--- src/rtl/run_pkg.sv ---
// Shared types and defaults for the run sequencer and its address walker.
package run_pkg;
    typedef enum logic [2:0] {IDLE, LOAD, RUN, DRAIN, FINISH} seq_state_t;

    localparam int DEF_AW = 8;
    localparam int DEF_CW = 20;

    // Instruction word the core treats as "done"; used by the core model in the bench.
    localparam logic [8:0] DONE_OPCODE = 9'b101111111;
endpackage

--- src/rtl/stream_addr_walker.sv ---
// base+ptr address generator with end-of-window compare; shared by preload and drain.
// Purely combinational; address wraps modulo 2^AW.
module stream_addr_walker
    import run_pkg::*;
#(
    parameter int AW = DEF_AW
) (
    input  logic [AW-1:0] base,
    input  logic [AW:0]   len,
    input  logic [AW:0]   ptr,
    output logic [AW-1:0] addr,
    output logic          last
);
    assign addr = base + ptr[AW-1:0];
    assign last = (ptr == len - 1'b1);
endmodule

--- src/rtl/run_sequencer.sv ---
// Run controller: preload data memory, release the core until done or budget, drain a result window.
// Handshake outputs are decoded from the registered state; the pointer advances only on accepted bytes.
module run_sequencer
    import run_pkg::*;
#(
    parameter int AW         = DEF_AW,
    parameter int LOAD_BASE  = 0,
    parameter int LOAD_LEN   = 64,
    parameter int DRAIN_BASE = 64,
    parameter int DRAIN_LEN  = 32,
    parameter int CW         = DEF_CW,
    parameter int MAX_CYCLES = 1000000
) (
    input  logic          clk,
    input  logic          reset,
    input  logic          start,
    input  logic          inValid,
    input  logic [7:0]    inData,
    output logic          inReady,
    output logic          coreReset,
    input  logic          coreDone,
    output logic          memSel,
    output logic          memWe,
    output logic [AW-1:0] memAddr,
    output logic [7:0]    memWData,
    input  logic [7:0]    memRData,
    output logic          outValid,
    output logic [7:0]    outData,
    output logic          outLast,
    input  logic          outReady,
    output logic          busy,
    output logic          runDone,
    output logic          timedOut,
    output logic [CW-1:0] cycleCount
);
    localparam logic [AW:0]   LOAD_LEN_W   = (AW+1)'(LOAD_LEN);
    localparam logic [AW:0]   DRAIN_LEN_W  = (AW+1)'(DRAIN_LEN);
    localparam logic [AW-1:0] LOAD_BASE_W  = AW'(LOAD_BASE);
    localparam logic [AW-1:0] DRAIN_BASE_W = AW'(DRAIN_BASE);
    localparam logic [CW-1:0] MAX_W        = CW'(MAX_CYCLES);
    localparam logic [CW-1:0] LAST_CYC_W   = CW'(MAX_CYCLES - 1);

    seq_state_t    state, state_nx;
    logic [AW:0]   ptr, ptr_nx;
    logic [CW-1:0] cnt_nx;
    logic          to_nx;
    logic [AW-1:0] walk_base;
    logic [AW:0]   walk_len;
    logic [AW-1:0] walk_addr;
    logic          walk_last;

    // LOAD and DRAIN never overlap, so one walker serves both windows.
    assign walk_base = (state == DRAIN) ? DRAIN_BASE_W : LOAD_BASE_W;
    assign walk_len  = (state == DRAIN) ? DRAIN_LEN_W  : LOAD_LEN_W;

    stream_addr_walker #(.AW(AW)) u_walker (
        .base (walk_base),
        .len  (walk_len),
        .ptr  (ptr),
        .addr (walk_addr),
        .last (walk_last)
    );

    assign memAddr  = walk_addr;
    assign memWData = inData;
    assign outData  = memRData;
    assign busy     = (state != IDLE);

    always_ff @(posedge clk or posedge reset) begin
        if (reset) begin
            state      <= IDLE;
            ptr        <= '0;
            cycleCount <= '0;
            timedOut   <= 1'b0;
        end else begin
            state      <= state_nx;
            ptr        <= ptr_nx;
            cycleCount <= cnt_nx;
            timedOut   <= to_nx;
        end
    end

    always_comb begin
        state_nx  = state;
        ptr_nx    = ptr;
        cnt_nx    = cycleCount;
        to_nx     = timedOut;
        coreReset = 1'b1;
        memSel    = 1'b1;
        memWe     = 1'b0;
        inReady   = 1'b0;
        outValid  = 1'b0;
        outLast   = 1'b0;
        runDone   = 1'b0;
        case (state)
            IDLE: begin
                if (start) begin
                    to_nx    = 1'b0;
                    cnt_nx   = '0;
                    ptr_nx   = '0;
                    state_nx = (LOAD_LEN == 0) ? RUN : LOAD;
                end
            end
            LOAD: begin
                inReady = 1'b1;
                memWe   = inValid;
                if (inValid) begin
                    if (walk_last) begin
                        ptr_nx   = '0;
                        state_nx = RUN;
                    end else begin
                        ptr_nx = ptr + 1'b1;
                    end
                end
            end
            RUN: begin
                coreReset = 1'b0;
                memSel    = 1'b0;
                if (cycleCount != MAX_W) begin
                    cnt_nx = cycleCount + 1'b1;
                end
                // A zero count marks the first RUN cycle, when the core is still held.
                if (coreDone && (cycleCount != '0)) begin
                    state_nx = DRAIN;
                end else if (cycleCount == LAST_CYC_W) begin
                    to_nx    = 1'b1;
                    state_nx = DRAIN;
                end
            end
            DRAIN: begin
                if (DRAIN_LEN == 0) begin
                    state_nx = FINISH;
                end else begin
                    outValid = 1'b1;
                    outLast  = walk_last;
                    if (outReady) begin
                        if (walk_last) begin
                            ptr_nx   = '0;
                            state_nx = FINISH;
                        end else begin
                            ptr_nx = ptr + 1'b1;
                        end
                    end
                end
            end
            FINISH: begin
                runDone  = 1'b1;
                state_nx = IDLE;
            end
            default: state_nx = IDLE;
        endcase
    end
endmodule
--- config.mk ---
export PLATFORM = sky130hd
export DESIGN_NAME = run_sequencer
export DESIGN_NICKNAME = d
export VERILOG_FILES = /design/src/rtl/run_pkg.sv /design/src/rtl/stream_addr_walker.sv /design/src/rtl/run_sequencer.sv
export SDC_FILE = /design/constraint.sdc
export NUM_CORES = 1
export LEC_CHECK = 0
export ABC_AREA = 1
export BUFFER_PORTS_ARGS = -buffer_cell sky130_fd_sc_hd__buf_4
export CAP_MARGIN = 25
export CELL_PAD_IN_SITES_DETAIL_PLACEMENT = 0
export CELL_PAD_IN_SITES_GLOBAL_PLACEMENT = 1
export CORE_MARGIN = 10
export CORE_UTILIZATION = 36
export CTS_BUF_LIST = sky130_fd_sc_hd__clkbuf_8 sky130_fd_sc_hd__clkbuf_16
export CTS_CLUSTER_DIAMETER = 50
export DETAILED_ROUTE_END_ITERATION = 16
export PLACE_DENSITY_LB_ADDON = 0.1
export SETUP_SLACK_MARGIN = 0.05
export SYNTH_ARGS = -nofsm -noshare
export SYNTH_HDL_FRONTEND = slang
export SYNTH_SLANG_ARGS = --single-unit
--- constraint.sdc ---
create_clock -name clk -period 2.15 [get_ports clk]
set_input_delay 0.43 -clock clk [delete_from_list [all_inputs] [get_ports clk]]
set_output_delay 0.43 -clock clk [all_outputs]
set_load 0.005 [all_outputs]
==> summary.txt, run 1 <==
Worst setup path
  • R2R cell count: 10
  • CP endpoint: outLast
  • Crit path from: ptr[0]
  • Setup CP Type: reg2out
  • Kind of start point of the critical path: flop
  • Worst path cell trace: ha_1 > nand4_1 > nor2_2 > nand2_2 > nor2_1 > buf_4
  • Crit Path Max Fanout: 5
  • CP required: 1.72 ns
  • Critical Path AT: 1.54 ns
  • Slowest-stage cell, CP: dfrtp_1
  • Worst r2r dst: cycleCount[6]
  • R2r startpoint: cycleCount[0]
  • Max stage delay on crit path: 0.40 ns
  • FF-to-FF setup slack: 0.38 ns
  • CP Capture Type: output port

Route
  • Via count: 2235
  • Remaining DRCs: 0
  • DRT iter0 DRCs: 115
  • Drt total wl: 6830 um
  • Detailed Routing Iterations Pass 1: 4
  • Routed wire per std cell: 14.9 um
  • Via density: 4.89
  • Post-route ant nets: 0

Clock network
  • CTS tree: done
  • CTS Sinks: 33
  • CTS HTree Levels: 2
  • CTS max path bufs: 2
  • CTS Hold Bufs: 0
  • Skew-Pair Late Insertion Delay: 0.30 ns
  • Root Buffer: clkbuf_8
  • Worst-path clk slew: 0.08 ns
  • Cts bufs inserted: 5

Floorplan
  • Core Area: 6460 um^2
  • Area of the die: 10500 um^2
  • Die height: 102 um
  • Horiz. Die Dim: 102 um
  • I/O Pins: 75
  • Cell row count: 29
  • Starting Density: 0.378

Pwr
  • PD cells: 868 nW/um^2
  • Pwr Total: 2.40 mW
  • VDD IR-drop max: 0.456 mV
  • P_leak: 1.32 nW

STA
  • Final Max Tran Viols: 0
  • Final hold vios: 0
  • Part of the cycle the worst path needs: 0.916
  • Final setup skew: 0.0116 ns
  • Setup TNS: 0 ns
  • Rel. slew slack: 0.699
  • RSZ-0062 raised after global routing: false
  • Fmax: 508 MHz
  • Final min period: 1.97 ns
  • Worst-Margin Slew: 0.452 ns
  • Final setup viols: 0

Final layout
  • Most frequent cells in the layout: nand2_1, nor2_1, buf_4
  • P&R area growth vs syn: 13.3%
  • Layout cell share with drive strength beyond 1: 0.208
  • Fillers: 702
  • Antenna cells: 0
  • Nets: 405
  • Most common cell after layout, fill and taps aside: nand2_1

Synthesis
  • Ys Warns: 0
  • Mapped Avg Cell Area: 6.88 um^2
  • Syn_nets: 381
  • Synth cell types: 32
  • Seq/Total Area, Yosys: 0.338
  • Syn Inst Count: 355
  • Syn Std Cell Area: 2440 um^2
  • Yosys reg bits: 33

Global route
  • Largest net degree at the start of global routing: 34
  • GRT Overall Usage: 0.132
  • Gr ovfl total: 0
  • Vias in the first global route: 2086
  • Global-route wire length before repair: 10900 um
  • Initial antenna violation count: 0

Min path
  • Hold Crit Class: in2async

Place
  • Placer Congestion: 0.829
  • Number of port buffers: 42
  • Post-DP HPWL: 5180 um

Status
  • Run status: finished, final reports clean

Flow run
  • Max-Cap Viols: 0
## metrics by stage
step / cells / util / area [um^2] / hold WS [ns] / worst slack, ns
floorplan: 355 / - / 2440 / 0.474 / 0.559
global placement: 448 / 0.411 / 2650 / 0.478 / 0.324
detailed placement: 448 / 0.411 / 2650 / 0.477 / 0.330
CTS: 457 / 0.428 / 2760 / 0.244 / 0.123
global route: 457 / 0.429 / 2770 / 0.270 / 0.0683
finish: 457 / 0.429 / 2770 / 0.223 / 0.182
## registers in the layout, summed over array words and instances, names as in the netlist
register,cells
timedOut,1
ptr,9
cycleCount,20
state,3
## where the power goes
group          switching (mW)  total, mW  leakage (nW)  internal [mW]
sequential             0.0850      0.767         0.455          0.682
combinational           0.719       1.09         0.809          0.367
clock                   0.259      0.549        0.0542          0.290
total                    1.06       2.40          1.32           1.34
## worst max-delay path: cells and delay by family, from the launching register on
kind	cells	cell delay, ns
adder cells (fa/ha/maj)	1	0.21
flip-flops	1	0.40
buffers and inverters	1	0.12
AND/OR/NAND/NOR	4	0.51
## routing by layer
layer / GRT usage / vias to the layer above / part of all wire
met5: 0 / - / 0
met4: 0.0445 / 0 / 0.016
met3: 0.0398 / 12 / 0.067
met2: 0.185 / 55 / 0.42
met1: 0.187 / 1001 / 0.50
li1: - / 1167 / -
## cell type report
type / count / area, um^2 / share of cell area
clock buffer: 7 / 96.3 / 0.0348
inverter: 47 / 179 / 0.0646
clock inverter: 1 / 5.00 / 0.00181
timing repair buffer: 45 / 338 / 0.122
sequential: 33 / 826 / 0.298
tap: 77 / 96.3 / 0.0348
multi-input combinational: 247 / 1230 / 0.443
## synth_stat cells
| cell | instances | area [um^2] |
|---|---|---|
| nor2_8 | 1 | 20.0 |
| clkinv_1 | 1 | 3.75 |
| o21ai_2 | 2 | 17.5 |
| a21oi_1 | 3 | 15.0 |
| dfrtp_1 | 33 | 826 |
| nand2_2 | 2 | 12.5 |
| a21oi_2 | 1 | 8.76 |
| nand4_1 | 9 | 56.3 |
| o21ai_1 | 12 | 60.1 |
| nor2_1 | 46 | 173 |
| or2_2 | 2 | 12.5 |
| clkbuf_1 | 1 | 3.75 |
| inv_4 | 1 | 6.26 |
| o22ai_1 | 6 | 37.5 |
| nand3_2 | 3 | 30.0 |
| nor3_2 | 2 | 20.0 |
| o21bai_1 | 1 | 7.51 |
| nand3_1 | 36 | 180 |
| nand3b_1 | 1 | 7.51 |
| inv_2 | 8 | 30.0 |
| inv_1 | 37 | 139 |
| buf_4 | 23 | 173 |
| ha_1 | 4 | 50.1 |
| nor3_1 | 6 | 30.0 |
| nor2_2 | 1 | 6.26 |
| xor2_1 | 10 | 87.6 |
| buf_2 | 1 | 5.00 |
| nor4_1 | 1 | 6.26 |
| nand2_1 | 90 | 338 |
| o21ai_0 | 7 | 35.0 |
| buf_6 | 3 | 33.8 |
| nor2_4 | 1 | 11.3 |
## repair_timing
action                     4_1_cts  5_1_grt
resized for setup                0        2
pin swaps                        1        0
hold endpoints to repair         0        0
buffers inserted                 1        0
setup endpoints to repair        1        1
## cell families (layout without fill, tap and decap cells)
group,count (synthesis),count (layout),synth area share
DFF,33,33,0.338
xor gates and xnor gates,10,10,0.0359
buffers and inverters,75,100,0.161
and+or+nand+nor,201,201,0.370
adders and majority gates,4,4,0.0205
AOI/OAI and AO/OA,32,32,0.0743
## worst min-delay path by stage
stage	from	end	slack, ns	cells after the start
4_1_cts	reset	cycleCount[16]	0.24	3
6_report	reset	ptr[0]	0.22	3
3_3_place_gp	timedOut	timedOut	0.48	2
2_1_floorplan	timedOut	timedOut	0.47	2
5_1_grt	reset	ptr[1]	0.27	3
3_5_place_dp	timedOut	timedOut	0.48	2
(Power assumes the default switching activity.)
==> run 2: changes to the inputs <==
CTS_BUF_LIST = sky130_fd_sc_hd__clkbuf_16   (was sky130_fd_sc_hd__clkbuf_8 sky130_fd_sc_hd__clkbuf_16)
==> run 2 against run 1 <==
  * Utilization grew 0.52 points
  * Hold slack gained 0.031 ns
  * Total power grew 6.0%
  * Die area is the same
  * Cell area grew 1.2%
  * Via count shrank 0.18%
  * Maximum frequency grew 1.3%
  * First-iteration DRC count shrank 6.1%
  * Non-clock buffer count is the same
  * Wire length is essentially flat
  * Sequential share of layout area shrank 0.36 points
  * Critical path type unchanged
==> summary.txt, run 2 (synthesis gave the netlist of run 1 again) <==
Place
  • Worst slack, placed: 0.330 ns
  • Placer Congestion: 0.829
  • Cell total after placement: 448
  • Post-DP HPWL: 5180 um
  • Number of port buffers: 42

Worst setup path
  • Crit-path most repeated cell: nor2_1
  • R2r startpoint: cycleCount[0]
  • Kind of start point of the critical path: flop
  • R2R cell count: 10
  • CP required: 1.72 ns
  • Max stage delay on crit path: 0.39 ns
  • Critical Path AT: 1.51 ns
  • Worst path cell trace: ha_1 > nand4_1 > nor2_1 > nand2_2 > nor2_1 > buf_4
  • Slowest-stage cell, CP: dfrtp_1
  • Setup CP Type: reg2out
  • Crit Path Max Fanout: 5
  • FF-to-FF setup slack: 0.38 ns
  • CP Capture Type: output port
  • Worst r2r dst: cycleCount[2]

Global route
  • GRT Overall Usage: 0.132
  • Initial antenna violation count: 0
  • Global-route wire length before repair: 10900 um
  • Largest net degree at the start of global routing: 34
  • Vias in the first global route: 2082
  • Gr ovfl total: 0

Final layout
  • Nets: 405
  • Biggest regs: cycleCount x20, ptr x9, state x3
  • Most frequent cells in the layout: nand2_1, nor2_1, buf_4
  • Layout cell share with drive strength beyond 1: 0.200
  • P&R area growth vs syn: 14.7%
  • Layout Utilization: 0.434
  • Most common cell after layout, fill and taps aside: nand2_1
  • Post-Layout Cell Count: 457
  • Largest Register: cycleCount
  • Fillers: 701
  • Max reg flops: 20
  • Antenna cells: 0

Min path
  • Hold Crit Class: in2async

Floorplan
  • Cell row count: 29
  • Starting Density: 0.378
  • Core Area: 6460 um^2
  • Area of the die: 10500 um^2
  • Die height: 102 um
  • Horiz. Die Dim: 102 um
  • I/O Pins: 75

STA
  • Rel. slew slack: 0.701
  • Final setup skew: 0.00760 ns
  • Post-route worst setup slack: 0.207 ns
  • Final hold vios: 0
  • Part of the cycle the worst path needs: 0.904
  • Worst-Margin Slew: 0.449 ns
  • Final Max Tran Viols: 0
  • Setup TNS: 0 ns
  • Final min period: 1.94 ns
  • RSZ-0062 raised after global routing: false
  • Final setup viols: 0
  • Fmax: 515 MHz

Pwr
  • P_leak: 1.33 nW
  • VDD IR-drop max: 0.449 mV
  • PD cells: 909 nW/um^2

Clock network
  • CTS max path bufs: 2
  • CTS HTree Levels: 2
  • Cts bufs inserted: 5
  • Worst-path clk slew: 0.06 ns
  • Root Buffer: clkbuf_16
  • Skew-Pair Late Insertion Delay: 0.28 ns
  • CTS tree: done
  • CTS Hold Bufs: 0
  • CTS Sinks: 33

Route
  • Post-route ant nets: 0
  • Via density: 4.88
  • Remaining DRCs: 0
  • Via count: 2231
  • Routed wire per std cell: 14.9 um
  • Drt total wl: 6830 um
  • Detailed Routing Iterations Pass 1: 4
  • DRT iter0 DRCs: 108

Flow run
  • Max-Cap Viols: 0

Status
  • Run status: finished, final reports clean
run 2: worst max path at each step:
stage | startpoint | endpoint | slack (ns) | cells after the start
after global placement | ptr[1] | outLast | 0.32 | 6
after global routing | ptr[1] | outLast | 0.07 | 6
final | ptr[0] | outLast | 0.21 | 6
after CTS | ptr[0] | outLast | 0.15 | 6
after floorplan | state[0] | memSel | 0.56 | 4
after detailed placement | ptr[0] | outLast | 0.33 | 6
run 2: layer usage:
| metal | vias to the layer above | global-route usage | part of all wire |
|---|---|---|---|
| li1 | 1165 | - | - |
| met1 | 1004 | 0.184 | 0.51 |
| met2 | 52 | 0.187 | 0.42 |
| met3 | 10 | 0.0398 | 0.063 |
| met4 | 0 | 0.0445 | 0.013 |
| met5 | - | 0 | 0 |
run 2: power breakdown:
group | internal, mW | total [mW] | switching (mW) | leakage [nW]
sequential | 0.683 | 0.768 | 0.0844 | 0.455
clock | 0.419 | 0.694 | 0.275 | 0.0687
combinational | 0.367 | 1.08 | 0.718 | 0.809
total | 1.47 | 2.55 | 1.08 | 1.33
run 2: what timing repair did:
action,in CTS,in global routing
setup buffers,1,0
setup endpoints to repair,1,1
resized for setup,0,1
pin swaps,1,0
run 2: per-stage QoR:
stage          hold WS (ns)  instance area (um^2)  power [mW]
2_1_floorplan         0.474                  2440        1.65
4_1_cts               0.269                  2800        2.59
3_3_place_gp          0.478                  2650        1.89
6_report              0.254                  2800        2.55
5_1_grt               0.299                  2800        2.73
3_5_place_dp          0.477                  2650        1.88
run 2: worst max-delay path: cells and delay by family (launching register included):
kind / cells / cell delay (ns)
and+or+nand+nor: 4 / 0.51
adders and majority gates: 1 / 0.21
DFF: 1 / 0.39
buffers and inverters: 1 / 0.12
run 2: final cells by class:
type	instances	area (um^2)	area share
clock buffers	5	125	0.0447
clock inverters	3	12.5	0.00447
inverters	47	179	0.0639
multi-input cells	247	1220	0.437
flip-flops and latches	33	826	0.295
well taps	77	96.3	0.0344
repair buffers	45	338	0.121
==> run 3: changes to the inputs <==
ABC_AREA = unset   (was 1)
CORE_UTILIZATION = 37   (was 36)
==> run 3 against run 2 <==
  * Non-clock buffer count grew 26
  * Die area fell by 7.8%
  * Wire length shrank 7.7%
  * Maximum frequency is 2.7% lower
  * Highest routed layer unchanged
  * Critical path depth shrank 1
  * Sequential share of layout area is 0.25 points lower
  * Largest cell class unchanged
==> summary.txt, run 3 <==
Status
  • Run status: finished, final reports clean

Synthesis
  • Top cell type's share of synthesized area: 0.364
  • Mapped Avg Cell Area: 8.56 um^2
  • Number of synthesized flops with an enable pin: 0
  • Ys flop type: dfrtp_1
  • Area contributors post-synth: dfrtp_1, buf_4, o21ai_0
  • Ys Warns: 0
  • Share of flip-flops with an asynchronous set or reset: 1.00
  • Synth area leader: dfrtp_1
  • Seq/Total Area, Yosys: 0.364
  • Post-synth top cells: dfrtp_1, buf_4, nand2_1, o21ai_0, nand3_1
  • Syn_nets: 291
  • Yosys reg bits: 33
  • Synth cell types: 53
  • Cell with the most instances after synthesis: dfrtp_1
  • Syn Inst Count: 265
  • Syn Std Cell Area: 2270 um^2

Final layout
  • Most frequent cells in the layout: buf_4, dfrtp_1, nand2_1, o21ai_0, nand3_1
  • Sequential cell area: 826 um^2
  • Layout cell share with drive strength beyond 1: 0.296
  • Largest Register: cycleCount
  • Biggest regs: cycleCount x20, ptr x9, state x3
  • Fillers: 605
  • Final Cell Area: 2830 um^2
  • Area of the multi-input gates: 1160 um^2
  • Max reg flops: 20
  • Nets: 332
  • Antenna cells: 0
  • Most common cell after layout, fill and taps aside: buf_4
  • P&R area growth vs syn: 24.5%

Route
  • Detailed Routing Iterations Pass 1: 4
  • Remaining DRCs: 0
  • Via count: 2068
  • Drt total wl: 6300 um
  • Post-route ant nets: 0
  • DRT iter0 DRCs: 83
  • Routed wire per std cell: 16.5 um
  • Via density: 5.41

Worst setup path
  • FF-to-FF setup slack: 0.23 ns
  • R2r startpoint: ptr[1]
  • WP buf/inv: 2
  • R2R cell count: 7
  • Slowest-stage cell, CP: dfrtp_1
  • CP top delay family: flip-flops
  • Critical Path AT: 1.57 ns
  • Worst r2r dst: ptr[8]
  • CP endpoint: memAddr[7]
  • Max stage delay on crit path: 0.44 ns
  • Kind of start point of the critical path: flop
  • Crit Path Max Fanout: 6
  • Levels on crit path: 5
  • CP required: 1.72 ns
  • Crit path from: state[1]
  • Setup CP Type: reg2out
  • CP Capture Type: output port
  • Worst path cell trace: buf_4 > and2_1 > ha_1 > xor2_1 > buf_4
  • Crit-path most repeated cell: buf_4

STA
  • Rel. slew slack: 0.696
  • Hold Worst Slack: 0.255 ns
  • Final hold vios: 0
  • Setup TNS: 0 ns
  • Final min period: 2.00 ns
  • Final setup viols: 0
  • Final Max Tran Viols: 0
  • Worst-Margin Slew: 0.456 ns
  • Final setup skew: 0.00351 ns
  • Part of the cycle the worst path needs: 0.929
  • RSZ-0062 raised after global routing: false
  • Fmax: 501 MHz

Pwr
  • P_sw: 715 uW
  • Combinational Power Share: 0.283
  • Pint: 1.62 mW
  • PD cells: 825 nW/um^2
  • Sw Share: 0.306
  • VDD IR-drop max: 0.483 mV
  • Clock power share: 0.347
  • Sequential share of power: 0.370
  • P_leak: 1.20 nW

Clock network
  • Root Buffer: clkbuf_16
  • CTS tree: done
  • Cts bufs inserted: 5
  • CTS HTree Levels: 2
  • CTS Sinks: 33
  • CTS max path bufs: 2
  • Worst-path clk slew: 0.05 ns
  • Skew-Pair Late Insertion Delay: 0.28 ns
  • CTS Hold Bufs: 0

Global route
  • Largest net degree at the start of global routing: 34
  • GRT Overall Usage: 0.129
  • Vias in the first global route: 2046
  • Gr ovfl total: 0
  • Initial antenna violation count: 0
  • Global-route wire length before repair: 10500 um

Floorplan
  • Starting Density: 0.383
  • I/O Pins: 75
  • Cell row count: 28
  • Die height: 98.3 um
  • Core Area: 5920 um^2
  • Area of the die: 9660 um^2
  • Horiz. Die Dim: 98.3 um

Place
  • Placer Congestion: 0.793
  • Number of port buffers: 42
  • Placed inst area: 2630 um^2
  • Post-DP HPWL: 4510 um

Min path
  • Hold Crit Class: in2async

Flow run
  • Max-Cap Viols: 0
-- run 3: cell type report --
class | instances | area share
clock buffers | 5 | 0.0443
multi-input cells | 183 | 0.412
inverters | 12 | 0.0159
flip-flops and latches | 33 | 0.292
clock inverters | 3 | 0.0133
repair buffers | 71 | 0.189
well taps | 75 | 0.0332
-- run 3: worst min-delay path by stage --
stage	slack, ns	to	from	cells after the start
floorplan	0.48	timedOut	timedOut	1
global placement	0.52	timedOut	timedOut	1
detailed placement	0.52	ptr[8]	ptr[8]	2
CTS	0.28	cycleCount[7]	reset	3
global route	0.32	cycleCount[15]	reset	3
finish	0.25	cycleCount[15]	reset	3
-- run 3: repair_timing --
action / in CTS / in global routing
hold endpoints to repair: 0 / 0
setup buffers: 1 / 0
setup endpoints to repair: 1 / 3
pin swaps: 1 / 1
gates resized for setup: 1 / 4
-- run 3: worst min-delay path, stage by stage --
cell and delay, ns:
buf_4 0.10, inv_1 0.04, buf_4 0.39
-- run 3: stage by stage --
| step | worst slack [ns] | cells | power, mW | utilization |
|---|---|---|---|---|
| 3_3_place_gp | 0.176 | 373 | 1.52 | 0.444 |
| 6_report | 0.153 | 382 | 2.33 | 0.477 |
| 5_1_grt | 0.0642 | 382 | 2.47 | 0.477 |
| 4_1_cts | 0.0957 | 382 | 2.35 | 0.474 |
| 2_1_floorplan | 0.301 | 265 | 1.27 | - |
| 3_5_place_dp | 0.136 | 373 | 1.52 | 0.444 |
-- run 3: cells by family after synthesis --
family                   synth area share
buffers and inverters               0.134
adder cells (fa/ha/maj)            0.0221
multiplexers                      0.00662
AO/OA/AOI/OAI                       0.202
flip-flops                          0.364
XOR/XNOR                           0.0199
AND/OR/NAND/NOR                     0.252
-- run 3: power groups by stage --
stage	clock network (mW)	logic, mW	registers, mW
finish	0.809	0.659	0.863
global route	0.850	0.741	0.882
CTS	0.820	0.664	0.861
detailed placement	0	0.662	0.862
global placement	0	0.655	0.866
floorplan	0	0.416	0.857
-- run 3: metal layers --
| metal | track usage | up-vias | share of wire |
|---|---|---|---|
| li1 | - | 1019 | - |
| met1 | 0.163 | 987 | 0.46 |
| met2 | 0.201 | 51 | 0.46 |
| met3 | 0.0402 | 11 | 0.063 |
| met4 | 0.0463 | 0 | 0.012 |
| met5 | 0 | - | 0 |
